===== config.mk =====
export PLATFORM = sky130hd
export DESIGN_NAME = vram_frame_writer_flat
export DESIGN_NICKNAME = d
export VERILOG_FILES = /design/src/rtl/vram_frame_writer_if.sv /design/src/rtl/vram_frame_writer.sv /design/src/flat_wrapper.sv
export SDC_FILE = /design/constraint.sdc
export NUM_CORES = 1
export LEC_CHECK = 0
export ABC_AREA = 1
export CORE_MARGIN = 5
export CORE_UTILIZATION = 35
export DETAILED_ROUTE_END_ITERATION = 12
export GPL_ROUTABILITY_DRIVEN = 0
export PLACE_DENSITY_LB_ADDON = 0.12
export SLEW_MARGIN = 25
export SYNTH_ARGS = -nofsm -noshare
export SYNTH_HDL_FRONTEND = slang
export SYNTH_SLANG_ARGS = --single-unit

===== constraint.sdc =====
create_clock -name PCK -period 6.8 [get_ports PCK]
set_input_delay 1.36 -clock PCK [delete_from_list [all_inputs] [get_ports PCK]]
set_output_delay 1.36 -clock PCK [all_outputs]
set_load 0.02 [all_outputs]

===== src/rtl/vram_frame_writer_if.sv =====
// Pixel-stream handshake plus VRAM write-port signals of the frame writer.
// The writer itself uses the slave view; the pixel producer/VRAM side uses the master view.
interface vram_frame_writer_if;
  logic        pix_valid;
  logic        pix_ready;
  logic [5:0]  pix_data;
  logic        pix_sof;
  logic        vram_busy;
  logic [15:0] VramWAddr;
  logic [5:0]  VramWData;
  logic        VramWE;

  modport master (
    output pix_valid, pix_data, pix_sof, vram_busy,
    input  pix_ready, VramWAddr, VramWData, VramWE
  );

  modport slave (
    input  pix_valid, pix_data, pix_sof, vram_busy,
    output pix_ready, VramWAddr, VramWData, VramWE
  );
endinterface


===== src/rtl/vram_frame_writer.sv =====
// Producer side of the 256x240 VRAM frame buffer: tracks raster position from
// start-of-frame, buffers pixels in a small FIFO and writes each to address {y,x}.
module vram_frame_writer #(
  parameter int unsigned FIFO_DEPTH = 4
) (
  input  logic                PCK,
  input  logic                RST,
  vram_frame_writer_if.slave  vif,
  output logic                frame_done,
  output logic                sync_err
);

  localparam int unsigned PTR_W = (FIFO_DEPTH > 1) ? $clog2(FIFO_DEPTH) : 1;
  localparam logic [PTR_W:0]   DEPTH_C = FIFO_DEPTH[PTR_W:0];
  localparam logic [PTR_W:0]   CNT_ONE = 1;
  localparam logic [PTR_W-1:0] PTR_ONE = 1;

  localparam logic [0:0] WAIT_SOF = 1'b0;
  localparam logic [0:0] ACTIVE   = 1'b1;

  logic [0:0]       state;
  logic [7:0]       x;
  logic [7:0]       y;

  logic [21:0]      mem [FIFO_DEPTH];
  logic [PTR_W-1:0] wr_ptr;
  logic [PTR_W-1:0] rd_ptr;
  logic [PTR_W:0]   count;
  logic [21:0]      head;

  logic fifo_full;
  logic fifo_empty;
  logic ready;
  logic accept;
  logic push;
  logic pop;
  logic [15:0] push_addr;

  assign fifo_full  = (count == DEPTH_C);
  assign fifo_empty = (count == '0);

  // Ready is forced low during reset so nothing is consumed while held in reset.
  assign ready  = !RST && !fifo_full;
  assign accept = vif.pix_valid && ready;
  assign push   = accept && ((state == ACTIVE) || vif.pix_sof);
  assign pop    = !fifo_empty && !vif.vram_busy;

  assign push_addr = vif.pix_sof ? '0 : {y, x};
  assign head      = mem[rd_ptr];

  assign vif.pix_ready = ready;
  assign vif.VramWE    = pop;
  assign vif.VramWAddr = fifo_empty ? '0 : head[21:6];
  assign vif.VramWData = fifo_empty ? '0 : head[5:0];

  always_ff @(posedge PCK) begin
    if (push) begin
      mem[wr_ptr] <= {push_addr, vif.pix_data};
    end
  end

  always_ff @(posedge PCK or posedge RST) begin
    if (RST) begin
      wr_ptr <= '0;
      rd_ptr <= '0;
      count  <= '0;
    end else begin
      if (push) begin
        wr_ptr <= wr_ptr + PTR_ONE;
      end
      if (pop) begin
        rd_ptr <= rd_ptr + PTR_ONE;
      end
      case ({push, pop})
        2'b10:   count <= count + CNT_ONE;
        2'b01:   count <= count - CNT_ONE;
        default: count <= count;
      endcase
    end
  end

  // A sof always restarts the raster at (0,0); inside a frame it also flags a sync error.
  always_ff @(posedge PCK or posedge RST) begin
    if (RST) begin
      state      <= WAIT_SOF;
      x          <= '0;
      y          <= '0;
      frame_done <= 1'b0;
      sync_err   <= 1'b0;
    end else begin
      frame_done <= 1'b0;
      sync_err   <= 1'b0;
      if (accept) begin
        if (vif.pix_sof) begin
          sync_err <= (state == ACTIVE);
          state    <= ACTIVE;
          x        <= 8'd1;
          y        <= '0;
        end else if (state == ACTIVE) begin
          if (x == 8'd255) begin
            x <= '0;
            if (y == 8'd239) begin
              y          <= '0;
              state      <= WAIT_SOF;
              frame_done <= 1'b1;
            end else begin
              y <= y + 8'd1;
            end
          end else begin
            x <= x + 8'd1;
          end
        end
      end
    end
  end

endmodule

===== src/flat_wrapper.sv =====
// flat-port wrapper written by rule: the top's interface ports become plain ports
module vram_frame_writer_flat 
#(
  parameter int unsigned FIFO_DEPTH = 4
)
  (PCK, RST, frame_done, sync_err, vif_pix_valid, vif_pix_data, vif_pix_sof, vif_vram_busy, vif_pix_ready, vif_VramWAddr, vif_VramWData, vif_VramWE);
  vram_frame_writer_if vif_i ();
  input  logic PCK;
  input  logic RST;
  output logic frame_done;
  output logic sync_err;
  input wire logic [$bits(vif_i.pix_valid)-1:0] vif_pix_valid;
  input wire logic [$bits(vif_i.pix_data)-1:0] vif_pix_data;
  input wire logic [$bits(vif_i.pix_sof)-1:0] vif_pix_sof;
  input wire logic [$bits(vif_i.vram_busy)-1:0] vif_vram_busy;
  output wire logic [$bits(vif_i.pix_ready)-1:0] vif_pix_ready;
  output wire logic [$bits(vif_i.VramWAddr)-1:0] vif_VramWAddr;
  output wire logic [$bits(vif_i.VramWData)-1:0] vif_VramWData;
  output wire logic [$bits(vif_i.VramWE)-1:0] vif_VramWE;
  assign vif_i.pix_valid = vif_pix_valid;
  assign vif_i.pix_data = vif_pix_data;
  assign vif_i.pix_sof = vif_pix_sof;
  assign vif_i.vram_busy = vif_vram_busy;
  assign vif_pix_ready = vif_i.pix_ready;
  assign vif_VramWAddr = vif_i.VramWAddr;
  assign vif_VramWData = vif_i.VramWData;
  assign vif_VramWE = vif_i.VramWE;
  vram_frame_writer #(.FIFO_DEPTH(FIFO_DEPTH)) u_core (.PCK(PCK), .RST(RST), .vif(vif_i), .frame_done(frame_done), .sync_err(sync_err));
endmodule

==> flow_metrics.tcl <==
set metrics [dict create \
    viasPerCell 4.786 \
    fp.coreArea_sq_um 13930 \
    start_kind "register" \
    globalRouteTotalUtil_pct 14.09 \
    layout_common_cells "123 x nor2_1, 88 x edfxtp_1, 55 x o21ai_0, 49 x nand2_1, 39 x inv_1" \
    drive_gt1_share_pct 8.427 \
    num_rows 43 \
    ys_seq_area_share_pct 66.13 \
    fill_cells 1323 \
    clk_pin_slew_worst_paths_ps 50 \
    peakVddDrop_v 0.0001727 \
    cp_slowest_cell "dfrtp_1" \
    p_per_area_nw_per_um2 433.5 \
    cp_cell_sequence "inv_1, nor2_1, o21ai_0, a21oi_1, clkdlybuf4s50_1" \
    fin_crit_sh_pct 67.40 \
    die-area_sq_um 16710 \
    status "complete, no violations" \
    synth_cell_types 26 \
    relSlewSlack_pct 39.06 \
    cts_tree "yes" \
    crit_type "register to output port" \
    root_buffer "clkbuf_16" \
    area_growth_pct 21.78 \
    rsz0062_at_grt "false" \
    ant_nets 0 \
    grt_pass1_vias 3372 \
    place_area_sq_um 5555 \
    finalClockSkew_ps 13.02 \
    synth_top_area_share_pct 53.07 \
    grt_first_pass_wirelength_um 17810 \
    synth_cells 480 \
    drt_drc_violations_left 0 \
    antenna_found_initial 0 \
    clkLatencyLatePin_ps 410 \
    synth_area_sq_um 4980 \
    cts.sink_count 114 \
    num_vias 3417 \
    post-cts-setup-buffer-count 0 \
    ys_warn_count 0 \
    fin_util_pct 43.52 \
    post_cts_resize_count 0 \
    timing.final.ws_setup_ps 2217 \
    cts_buffers 17 \
    crit_path_max_fanout 23 \
    cp.arrival_ps 3220 \
    hold_class "register to register" \
    place_ws_ps 2400 \
    dr.pass1.iters 7 \
    setup_viol 0 \
    start_util_pct 35.74 \
    io_pins 37 \
    maxCapViolCount 0 \
    routed_wl_um 10870 \
    hold_slack_ps 507.6 \
    overflow 0 \
    cts_hold_buf 0 \
    worstSetupEndpointType "output port" \
    n_antenna_cell 0 \
    dp_hpwl_um 6713 \
    cts_max_level 4 \
    synth_area_leader_cell "edfxtp_1" \
    cts_buffer_depth 2 \
    ys_ff_latch 114 \
    nets 541 \
    stdcell_area_sq_um 6065 \
    min_period_ps 4583 \
    fp.dieW_um 129.3 \
    drv_slew 0 \
    max_freq_ghz 0.2182 \
    worst_pin_slew_ps 914.1 \
    yosys-top-cells-area "edfxtp_1 53%, dfrtp_1 13%, nor2_1 9.6%, o21ai_0 5.5%, nand2_1 3.7%" \
    die_y_um 129.3 \
    syn_avg_cell_area_sq_um 10.37 \
    grt_max_degree 47 \
    cpPeakStageDelay_ps 930 \
    required_ps 5440 \
    fin_tns_setup_ps 0 \
    p_leak_nw 2.301 \
    syn_nets 499 \
    numPortBuffers 36 \
    wire_per_inst_um 15.22 \
    final_common_cell "nor2_1" \
    finalHoldViolCount 0 \
    drt_iter0_markers 170 \
]
## area by class of cell
| cell class | instances | area (sq um) | share of cell area, % |
|---|---|---|---|
| Clock inverter | 10 | 68.82 | 1.135 |
| Clock buffer | 21 | 440.4 | 7.262 |
| Timing Repair Buffer | 44 | 427.9 | 7.056 |
| Multi-Input combinational cell | 304 | 1455 | 23.99 |
| Tap cell | 180 | 225.2 | 3.714 |
| Sequential cell | 114 | 3293 | 54.30 |
| Inverter | 41 | 153.9 | 2.538 |
## registers in the layout, indices dropped and copies added, names as in the netlist
register           cells
u_core.y               8
u_core.frame_done      1
u_core.wr_ptr          2
u_core.rd_ptr          2
u_core.x               8
u_core.sync_err        1
u_core.count           3
u_core.state           1
u_core.mem            88
## power by group
| part | total, mW | internal [mW] | switching [mW] |
|---|---|---|---|
| Sequential | 0.921 | 0.849 | 0.0721 |
| Combinational | 0.940 | 0.375 | 0.566 |
| Clock | 0.768 | 0.488 | 0.280 |
## synth_stat cells, drive strengths merged
cell / instances
nand3: 13
clkbuf: 11
nand3b: 2
nor3: 2
ha: 7
buf: 10
inv: 41
edfxtp: 88
nor2: 129
fa: 1
nand2: 50
a21oi: 30
dfrtp: 26
xor2: 4
o21ai: 58
nand4: 6
xnor2: 2
## routing by layer
layer	wire (um)	track usage [%]	vias up
met4	201	6.053	0
met2	5200	21.83	62
met3	459	4.369	15
met1	5008	18.35	1650
met5	0	0	-
li1	-	-	1690
## worst max-delay path, delay by kind of cell (launching register included)
family	cells	cell delay, ps
DFF	1	930
buffers and inverters	2	1340
and+or+nand+nor	1	220
AOI/OAI and AO/OA	2	330
## cells by family (layout without fill, tap and decap cells)
group | Yosys count | in the layout | synth area share, %
AO/OA/AOI/OAI | 88 | 88 | 9.070
XOR/XNOR | 6 | 6 | 1.055
adder cells (fa/ha/maj) | 8 | 8 | 2.161
buffers and inverters | 62 | 116 | 5.075
flip-flops | 114 | 114 | 66.13
AND/OR/NAND/NOR | 202 | 202 | 16.51
## stage by stage
step	total power [mW]	cells
after floorplan	1.495	480
after global placement	1.877	681
after detailed placement	1.896	683
after CTS	2.673	714
after global routing	2.799	714
final	2.629	714
## path summary, 6_finish.rpt
kind / startpoint / end / slack (ps) / cells after the start
worst max-delay path: u_core.rd_ptr[1] / vif_VramWAddr[4] / 2220 / 5
worst min-delay path: u_core.state / u_core.state / 510 / 2
worst max register to register: u_core.rd_ptr[1] / u_core.rd_ptr[1] / 4690 / 2
worst min register to register: u_core.state / u_core.state / 510 / 2
max in group asynchronous: RST / u_core.rd_ptr[1] / 4820 / 3
min in group asynchronous: RST / u_core.count[1] / 1330 / 2
No activity file was read; power rests on OpenSTA's default activity.
